<file path="config.mk">
export PLATFORM = sky130hd
export DESIGN_NAME = mbinit_sequencer
export DESIGN_NICKNAME = d
export VERILOG_FILES = /design/src/rtl/mbinit_sequencer.sv
export SDC_FILE = /design/constraint.sdc
export NUM_CORES = 1
export LEC_CHECK = 0
export BUFFER_PORTS_ARGS = -buffer_cell sky130_fd_sc_hd__buf_2
export CORE_MARGIN = 4
export CORE_UTILIZATION = 40
export DETAILED_ROUTE_END_ITERATION = 10
export PLACE_DENSITY = 0.63
export SLEW_MARGIN = 0
export SYNTH_ARGS = -nofsm -noshare
export SYNTH_HDL_FRONTEND = slang
export SYNTH_SLANG_ARGS = --single-unit
</file>
<file path="constraint.sdc">
create_clock -name CLK -period 5.1 [get_ports CLK]
set_clock_uncertainty 0.2 [all_clocks]
set_input_delay 1.02 -clock CLK [delete_from_list [all_inputs] [get_ports CLK]]
set_output_delay 1.02 -clock CLK [all_outputs]
set_load 0.01 [all_outputs]
</file>
<file path="src/rtl/mbinit_sequencer.sv">
// MBINIT phase sequencer: steps through PARAM, CAL, REPAIRCLK, REPAIRVAL,
// REVERSALMB and REPAIRMB, one enabled substate at a time, with a per-substate
// timeout. Reports completion or training error back to the LTSM top.
module mbinit_sequencer #(
  parameter int unsigned TIMEOUT_CYCLES = 800000,
  parameter int unsigned CNT_W          = 20
) (
  input  logic       CLK,
  input  logic       rst_n,
  input  logic       i_mbinit_en,
  input  logic [5:0] i_skip_mask,
  input  logic [5:0] i_sub_end,
  input  logic [5:0] i_sub_error,
  output logic [5:0] o_sub_en,
  output logic [2:0] o_active_sub,
  output logic       o_mbinit_done,
  output logic       o_trainerror,
  output logic [2:0] o_err_sub,
  output logic       o_timeout
);

  localparam logic [2:0] S_IDLE = 3'd0;
  localparam logic [2:0] S_RUN  = 3'd1;
  localparam logic [2:0] S_GAP  = 3'd2;
  localparam logic [2:0] S_DONE = 3'd3;
  localparam logic [2:0] S_TERR = 3'd4;

  localparam logic [2:0]       LAST_IDX     = 3'd5;
  localparam logic [5:0]       SKIPPABLE    = 6'b011110;
  localparam logic [CNT_W-1:0] CNT_LAST     = CNT_W'(TIMEOUT_CYCLES - 1);
  localparam logic [CNT_W-1:0] CNT_MAX      = '1;

  logic [2:0]       state_q, state_d;
  logic [2:0]       idx_q, idx_d;
  logic [CNT_W-1:0] cnt_q, cnt_d;
  logic [5:0]       skip_q, skip_d;
  logic [2:0]       err_sub_d;
  logic             timeout_d;
  logic [5:0]       sub_en_d;
  logic [2:0]       active_sub_d;

  // Lowest index above cur whose skip bit is clear; REPAIRMB always qualifies.
  function automatic logic [2:0] next_idx(input logic [2:0] cur, input logic [5:0] skip);
    logic [2:0] res;
    res = LAST_IDX;
    for (int i = 4; i >= 0; i--) begin
      if (i > int'(cur) && !skip[i]) res = 3'(i);
    end
    return res;
  endfunction

  // Next-state, index, counter, skip and error-qualifier computation.
  always_comb begin
    state_d   = state_q;
    idx_d     = idx_q;
    cnt_d     = cnt_q;
    skip_d    = skip_q;
    err_sub_d = o_err_sub;
    timeout_d = o_timeout;

    case (state_q)
      S_IDLE: begin
        if (i_mbinit_en) begin
          state_d = S_RUN;
          skip_d  = i_skip_mask & SKIPPABLE;
        end
      end
      S_RUN: begin
        cnt_d = (cnt_q == CNT_MAX) ? cnt_q : cnt_q + CNT_W'(1);
        if (!i_mbinit_en) begin
          state_d = S_IDLE;
        end else if (i_sub_error[idx_q]) begin
          state_d   = S_TERR;
          err_sub_d = idx_q;
          timeout_d = 1'b0;
        end else if (i_sub_end[idx_q]) begin
          cnt_d = '0;
          if (idx_q == LAST_IDX) begin
            state_d = S_DONE;
          end else begin
            state_d = S_GAP;
            idx_d   = next_idx(idx_q, skip_q);
          end
        end else if (cnt_q == CNT_LAST) begin
          state_d   = S_TERR;
          err_sub_d = idx_q;
          timeout_d = 1'b1;
        end
      end
      S_GAP: begin
        cnt_d   = '0;
        state_d = i_mbinit_en ? S_RUN : S_IDLE;
      end
      S_DONE: begin
        cnt_d = '0;
        if (!i_mbinit_en) state_d = S_IDLE;
      end
      S_TERR: begin
        cnt_d = '0;
        if (!i_mbinit_en) state_d = S_IDLE;
      end
      default: state_d = S_IDLE;
    endcase

    // Terminal and idle states never keep a running count.
    if (state_d == S_DONE || state_d == S_TERR) cnt_d = '0;

    // Returning to IDLE discards all progress so re-entry restarts at PARAM.
    if (state_d == S_IDLE) begin
      idx_d     = '0;
      cnt_d     = '0;
      skip_d    = '0;
      err_sub_d = '0;
      timeout_d = 1'b0;
    end
  end

  // Output values derived from the next state.
  always_comb begin
    sub_en_d     = '0;
    active_sub_d = '0;
    if (state_d == S_RUN) sub_en_d = 6'b000001 << idx_d;
    if (state_d == S_RUN || state_d == S_GAP) active_sub_d = idx_d;
  end

  // State, bookkeeping and registered outputs.
  always_ff @(posedge CLK or negedge rst_n) begin
    if (!rst_n) begin
      state_q       <= S_IDLE;
      idx_q         <= '0;
      cnt_q         <= '0;
      skip_q        <= '0;
      o_sub_en      <= '0;
      o_active_sub  <= '0;
      o_mbinit_done <= 1'b0;
      o_trainerror  <= 1'b0;
      o_err_sub     <= '0;
      o_timeout     <= 1'b0;
    end else begin
      state_q       <= state_d;
      idx_q         <= idx_d;
      cnt_q         <= cnt_d;
      skip_q        <= skip_d;
      o_sub_en      <= sub_en_d;
      o_active_sub  <= active_sub_d;
      o_mbinit_done <= (state_d == S_DONE);
      o_trainerror  <= (state_d == S_TERR);
      o_err_sub     <= (state_d == S_TERR) ? err_sub_d : 3'd0;
      o_timeout     <= (state_d == S_TERR) ? timeout_d : 1'b0;
    end
  end

endmodule

</file>
==> results of run 1 <==
## power breakdown
| group | switching (mW) | internal (mW) |
|---|---|---|
| sequential | 0.0154 | 0.366 |
| clock | 0.120 | 0.0952 |
| combinational | 0.0720 | 0.0419 |
| total | 0.208 | 0.503 |
## state kept, by name, summed over array words and instances (netlist names)
| name | flops |
|---|---|
| idx_q | 3 |
| o_active_sub | 3 |
| o_err_sub | 3 |
| o_mbinit_done | 1 |
| cnt_q | 20 |
| o_sub_en | 6 |
| o_trainerror | 1 |
| state_q | 3 |
| o_timeout | 1 |
| skip_q | 4 |
## final cells by class
cell class,count,area share
tap,77,0.0335
timing repair buffer,34,0.0601
inverter,8,0.0105
clock inverter,2,0.00348
clock buffer,6,0.0253
multi-input combinational,200,0.475
sequential,45,0.392
## cells in the mapped netlist (6+ instances only)
cell	number
a211oi_1	7
a21oi_1	13
clkbuf_1	8
dfrtp_1	45
inv_1	8
mux2i_1	6
nand2_1	19
nand3_1	7
nor2_1	18
nor2b_1	6
nor3_1	17
nor4_1	8
o21ai_0	12
xor2_1	9
## worst max path at each step
stage / start / end
after global routing: idx_q[0]$_DFF_PN0_ / cnt_q[3]$_DFFE_PN0P_
after CTS: idx_q[0]$_DFF_PN0_ / cnt_q[14]$_DFFE_PN0P_
after global placement: i_sub_error[3] / cnt_q[17]$_DFFE_PN0P_
final: idx_q[0]$_DFF_PN0_ / cnt_q[14]$_DFFE_PN0P_
after detailed placement: i_sub_error[3] / cnt_q[17]$_DFFE_PN0P_
after floorplan: i_sub_error[3] / o_sub_en[1]$_DFF_PN0_
## layer usage
layer / routed length, um / track usage / part of all wire / vias up
li1: - / - / - / 1055
met1: 2790 / 0.209 / 0.49 / 1046
met2: 2540 / 0.244 / 0.45 / 49
met3: 250 / 0.0354 / 0.044 / 11
met4: 60 / 0.0467 / 0.011 / 0
met5: 0 / 0 / 0 / -
## cells by family (layout without fill, tap and decap cells)
group / count (synthesis) / in the layout / share of synthesized area
buf+inv: 21 / 50 / 0.0382
mux: 13 / 13 / 0.0594
simple gates: 112 / 112 / 0.247
flops: 45 / 45 / 0.435
xor+xnor: 10 / 10 / 0.0338
fa+ha+maj: 1 / 1 / 0.00483
compound gates: 64 / 64 / 0.182
## placed cells by master, fill, tap and decap left out, types with 2 or more instances in the layout
cell / count
buf_2: 33
nor2_1: 18
or4_1: 3
a31oi_1: 5
nand3_1: 7
and3_1: 2
or3_1: 5
inv_1: 8
nand2_1: 19
nor4_1: 8
a21oi_1: 13
nor4b_1: 2
nand2b_1: 4
a211oi_1: 7
o211ai_1: 4
nor2b_1: 6
dfrtp_1: 45
o22ai_1: 3
clkinv_2: 2
nor3_4: 2
o21ai_0: 12
nor3_1: 17
o2111ai_1: 2
and4_1: 2
mux2i_1: 6
and2_1: 2
xor2_1: 9
nand4_1: 4
or2_2: 3
o21a_1: 5
mux2_2: 5
clkbuf_8: 5
a32o_1: 3
## per-stage QoR
stage                     utilization  instances  cell area (sq um)  power [mW]  hold slack [ns]
after floorplan                     -        266               2590       0.469            0.341
after global placement          0.442        364               2790       0.500            0.313
after detailed placement        0.442        364               2790       0.503            0.313
after CTS                       0.455        372               2870       0.720            0.334
after global routing            0.455        372               2870       0.746            0.346
final                           0.455        372               2870       0.711            0.320
## worst max-delay path, cell delays in order, from the launching register on
cell      delay (ns)
dfrtp_1         0.78
mux4_2          0.60
a22o_4          0.28
nor3_4          0.32
nand2b_1        0.67
nor3_1          0.15
==> impl_summary.log, run 1 <==
[metrics] status: complete, no violations
[metrics] count of clock tree sinks: 45
[metrics] dominant cell type by area after synthesis: dfrtp_1
[metrics] number of flip-flops and latches in the synthesized netlist: 45
[metrics] Post-synth ARST share: 1.00
[metrics] Finish-stage setup viols: 0
[metrics] type of destination of the critical path: flip-flop
[metrics] worst slew margin relative to its limit: 0.336
[metrics] 1st-iter DRT viols: 76
[metrics] YS warnings: 0
[metrics] Total Wirelength: 5.64 mm
[metrics] number of pins exceeding their max-slew limit in the final report: 0
[metrics] area occupied by registers: 1130 sq um
[metrics] slew at the pin closest to its max-slew limit: 0.996 ns
[metrics] hold worst-path end: o_timeout$_DFFE_PN0P_
[metrics] critical path peak fanout: 19
[metrics] RSZ-0062 raised after global routing: no
[metrics] final RePlAce weighted congestion: 0.792
[metrics] Hold Vio Cnt, Final: 0
[metrics] ratio of total power to cell area: 248 nW/um^2
[metrics] number of flops mapped to enable cells by yosys: 0
[metrics] worst min-delay path startpoint: o_timeout$_DFFE_PN0P_
[metrics] area grow syn2layout: 10.9%
[metrics] Clock Tree Buf Depth: 2
[metrics] detailed placement HPWL: 3.94 mm
[metrics] final critical path time including I/O delays and setup: 3.16 ns
[metrics] top area cells in the synthesized netlist: dfrtp_1, nor3_1, xor2_1
[metrics] Initial Utilization: 0.410
[metrics] part of the Yosys area used for sequential elements: 0.435
[metrics] Final Net Count: 316
[metrics] post-route clock period utilization: 0.620
[metrics] Overflow after GRT: 0
[metrics] Critical Path Source Type: flip-flop
[metrics] gate count of the mapped netlist: 266
[metrics] number of library cell types mapped by synthesis: 56
[metrics] VDD IR-drop max: 0.000148 V
[metrics] Std-Cell Rows: 29
[metrics] startpoint-to-endpoint class of the critical path: reg2reg
[metrics] leak pwr: 1.19 nW
[metrics] maximum number of pins on one net before global-route repair: 46
[metrics] reg-to-reg critical path endpoint: cnt_q[14]$_DFFE_PN0P_
[metrics] routed wirelength normalized by instance count: 15.2 um
[metrics] all-layer global routing usage: 0.153
[metrics] area of the placeable core: 6310 sq um
[metrics] total die area: 7830 sq um
[metrics] commonest register cell after synthesis: dfrtp_1
[metrics] DRC violations left: 0
[metrics] H-tree lvl count: 2
[metrics] antenna violations before repair: 0
[metrics] number of input and output port buffers inserted: 33
[metrics] class of the worst hold path: reg2reg
[metrics] worst-skew pair later-pin latency: 0.30 ns
[metrics] TritonCTS buffer count: 5
[metrics] startpoint of the most critical register-to-register path: idx_q[0]$_DFF_PN0_
[metrics] count of TritonRoute iterations in the first routing pass: 4
[metrics] clock tree from TritonCTS: done
[metrics] synthesized area: 2590 sq um
[metrics] number of cells traversed by the worst register-to-register path: 5
[metrics] first-pass GRT wire length: 9.55 mm
[metrics] Gates resized, CTS repair: 0
[metrics] vertical extent of the die: 88.5 um
[metrics] number of max-cap violations: 0
[metrics] number of filler cells placed in the layout: 627
[metrics] vias per inst: 5.81
[metrics] average cell area after synthesis: 9.74 sq um
[metrics] clock-pin slew reported for the worst setup and hold paths after clock tree synthesis: 0.09 ns
[metrics] buffer count from post-CTS setup fixing: 0
[metrics] Final ANT Viol Nets: 0
[metrics] count of hold buffers inserted by post-cts repair: 0
[metrics] cell depth of the worst min-delay path: 2
[metrics] Final WS setup: 1.94 ns
[metrics] Multi-input gate area: 1370 sq um
[metrics] Inserted Diodes: 0
[metrics] Max Fclk: 0.316 GHz
[metrics] worst slack at placement: 1.68 ns
[metrics] synthesized netlist net count: 288
[metrics] root cell of the clock tree: clkbuf_8
[metrics] I/O Pins: 36
[metrics] total negative setup slack: 0 ns
[metrics] FF-to-FF setup slack: 1.94 ns
[metrics] die boundary width: 88.5 um
[metrics] number of global-route vias before repair: 2017
[metrics] area share of the leading cell type in the synthesized netlist: 0.435
[metrics] vias after detailed routing: 2161
[metrics] arrival time reported for the critical path endpoint: 3.11 ns
[metrics] ratio of cells with drive above 1 in the final layout: 0.197
[metrics] data required time at the worst endpoint: 5.05 ns
No activity file was read; power rests on OpenSTA's default activity.
==> run 2: changes to the inputs <==
==> constraint.sdc (replaced) <==
create_clock -name CLK -period 3.3 [get_ports CLK]
set_clock_uncertainty 0.2 [all_clocks]
set_input_delay 0.66 -clock CLK [delete_from_list [all_inputs] [get_ports CLK]]
set_output_delay 0.66 -clock CLK [all_outputs]
set_load 0.01 [all_outputs]
==> impl_summary.log, run 2 (synthesis results as in run 1) <==
[metrics] gate family responsible for the most delay along the worst path: simple AND/OR/NAND/NOR gates
[metrics] Critical Path Source Type: flip-flop
[metrics] ratio of total power to cell area: 410 nW/um^2 (+66%)
[metrics] antenna violations before repair: 0 (unchanged)
[metrics] H-tree lvl count: 2 (unchanged)
[metrics] clock tree from TritonCTS: done
[metrics] Clock Tree Buf Depth: 2 (unchanged)
[metrics] largest register by flop count: cnt_q
[metrics] post-route clock period utilization: 0.875 (+0.255)
[metrics] Final Net Count: 320 (+1.3%)
[metrics] VDD IR-drop max: 0.000228 V (+55%)
[metrics] Clock power frac: 0.364 (+0.061)
[metrics] I/O Pins: 36 (unchanged)
[metrics] count of TritonRoute iterations in the first routing pass: 6 (+2)
[metrics] crit path buf inv count: 0 (unchanged)
[metrics] DRC violations left: 0 (unchanged)
[metrics] Inserted Diodes: 0 (unchanged)
[metrics] Internal Dissipation: 880 uW (+75%)
[metrics] root cell of the clock tree: clkbuf_8
[metrics] power share of the combinational group: 0.153 (-0.007)
[metrics] ratio of cells with drive above 1 in the final layout: 0.211 (+0.0141)
[metrics] number of max-cap violations: 0 (unchanged)
[metrics] Sw Share: 0.270 (-0.0225)
[metrics] critical path peak fanout: 19 (unchanged)
[metrics] total negative setup slack: 0 ns (unchanged)
[metrics] Overflow after GRT: 0 (unchanged)
[metrics] startpoint-to-endpoint class of the critical path: reg2reg
[metrics] area grow syn2layout: 13.5%
[metrics] Std-Cell Rows: 29 (unchanged)
[metrics] worst slack at placement: 0.263 ns (-1.42 ns)
[metrics] all-layer global routing usage: 0.152 (-0.00165)
[metrics] number of input and output port buffers inserted: 33 (unchanged)
[metrics] arrival time reported for the critical path endpoint: 2.84 ns (-0.27 ns)
[metrics] clock-pin slew reported for the worst setup and hold paths after clock tree synthesis: 0.09 ns (about the same)
[metrics] worst slew margin relative to its limit: 0.347 (+0.0111)
[metrics] RSZ-0062 raised after global routing: no
[metrics] leading cell type in the layout, fill and taps excluded: dfrtp_1
[metrics] Finish-stage setup viols: 0 (unchanged)
[metrics] worst-skew pair later-pin latency: 0.30 ns (about the same)
[metrics] final critical path time including I/O delays and setup: 2.89 ns (-0.275 ns)
[metrics] Worst path max stage delay: 0.68 ns (-0.10 ns)
[metrics] post-route cell area: 2940 sq um (+2.4%)
[metrics] Gates resized, CTS repair: 0 (unchanged)
[metrics] commonest non-fill, non-tap cells in the layout: dfrtp_1, buf_2, nand2_1, nor2_1, nor3_1
[metrics] maximum number of pins on one net before global-route repair: 46 (unchanged)
[metrics] area after detailed placement: 2820 sq um (+1.1%)
[metrics] power share of the sequential group: 0.484 (-0.053)
[metrics] Total Wirelength: 5.58 mm (-1.0%)
[metrics] routed wirelength normalized by instance count: 14.8 um (-2.1%)
[metrics] number of pins exceeding their max-slew limit in the final report: 0 (unchanged)
[metrics] Max Fclk: 0.347 GHz (+9.5%)
[metrics] Initial Utilization: 0.410 (unchanged)
[metrics] type of destination of the critical path: flip-flop
[metrics] slew at the pin closest to its max-slew limit: 0.979 ns (-0.0166 ns)
[metrics] vias per inst: 5.70 (-1.8%)
[metrics] count of clock tree sinks: 45 (unchanged)
[metrics] registers with the most flip-flops: cnt_q: 20 flops, o_sub_en: 6 flops, skip_q: 4 flops
[metrics] critical path cell sequence: mux4_2 -> a22o_4 -> nor3_4 -> nand2b_1 -> nor4_1
[metrics] 1st-iter DRT viols: 72 (-5.3%)
[metrics] total die area: 7830 sq um (unchanged)
[metrics] CP max-delay cell: nand2b_1
[metrics] class of the worst hold path: in2async
[metrics] area of the placeable core: 6310 sq um (unchanged)
[metrics] vertical extent of the die: 88.5 um (unchanged)
[metrics] final RePlAce weighted congestion: 0.807 (+1.9%)
[metrics] net switching power: 325 uW (+56%)
[metrics] number of global-route vias before repair: 1955 (-3.1%)
[metrics] buffer count from post-CTS setup fixing: 0 (unchanged)
[metrics] count of hold buffers inserted by post-cts repair: 0 (unchanged)
[metrics] Final WS setup: 0.414 ns (-1.52 ns)
[metrics] die boundary width: 88.5 um (unchanged)
[metrics] Hold Vio Cnt, Final: 0 (unchanged)
[metrics] vias after detailed routing: 2145 (-0.74%)
[metrics] status: complete, no violations
[metrics] Final ANT Viol Nets: 0 (unchanged)
[metrics] first-pass GRT wire length: 9.36 mm (-2.0%)
[metrics] detailed placement HPWL: 4.05 mm (+2.8%)
[metrics] max reg flops: 20 (unchanged)
[metrics] Tot Pwr: 1.21 mW (+69%)
[metrics] number of filler cells placed in the layout: 615 (-1.9%)
[metrics] data required time at the worst endpoint: 3.25 ns (-1.80 ns)
[metrics] leak pwr: 1.23 nW (+2.7%)
[metrics] TritonCTS buffer count: 5 (unchanged)
-- run 2: cell types whose count changed in the layout (fill, tap and decap cells not counted) --
cell and delta:
clkinvlp_4 +1, clkbuf_1 -1, clkinv_2 -2, clkbuf_8 +1, buf_4 +4, bufinv_16 +1
-- run 2: final timing paths --
path	cells after the start	end	slack (ns)	startpoint
min in group CLK	2	o_timeout$_DFFE_PN0P_	0.33	o_timeout$_DFFE_PN0P_
max in group asynchronous	1	o_err_sub[0]$_DFFE_PN0P_	1.99	rst_n
worst max register to register	5	cnt_q[17]$_DFFE_PN0P_	0.41	idx_q[0]$_DFF_PN0_
worst max-delay path	5	cnt_q[17]$_DFFE_PN0P_	0.41	idx_q[0]$_DFF_PN0_
worst min-delay path	1	cnt_q[3]$_DFFE_PN0P_	0.31	rst_n
worst min register to register	2	o_timeout$_DFFE_PN0P_	0.33	o_timeout$_DFFE_PN0P_
-- run 2: per-stage QoR --
| step | utilization | hold slack (ns) | instances |
|---|---|---|---|
| 2_1_floorplan | - | 0.164 | 266 |
| 3_3_place_gp | 0.447 | 0.315 | 368 |
| 3_5_place_dp | 0.447 | 0.321 | 368 |
| 4_1_cts | 0.466 | 0.341 | 376 |
| 5_1_grt | 0.466 | 0.373 | 376 |
| 6_report | 0.466 | 0.310 | 376 |
-- run 2: metal layers --
layer | GRT usage | wire length, um | up-vias
met2 | 0.238 | 2590 | 41
met3 | 0.0419 | 287 | 8
met1 | 0.206 | 2630 | 1037
met5 | 0 | 0 | -
li1 | - | - | 1059
met4 | 0.0440 | 68 | 0
-- run 2: cell type report --
cell class / instances / area (sq um) / area share
clock buffers: 6 / 82.6 / 0.0281
clock inverters: 2 / 37.5 / 0.0128
inverters: 8 / 30.0 / 0.0102
multi-input cells: 200 / 1370 / 0.464
flip-flops and latches: 45 / 1130 / 0.383
well taps: 77 / 96.3 / 0.0328
repair buffers: 38 / 203 / 0.0689
-- run 2: worst register-to-register path: cells and delay by family (launching register included) --
| family | cells | cell delay (ns) |
|---|---|---|
| simple gates | 3 | 1.14 |
| mux | 1 | 0.57 |
| flops | 1 | 0.55 |
| compound gates | 1 | 0.28 |
-- run 2: power groups by stage --
stage                     logic [mW]  clock network [mW]  registers (mW)
after floorplan                0.134                   0           0.591
after global placement         0.183                   0           0.595
after detailed placement       0.186                   0           0.594
after CTS                      0.187               0.449           0.583
after global routing           0.206               0.474           0.586
final                          0.184               0.438           0.583
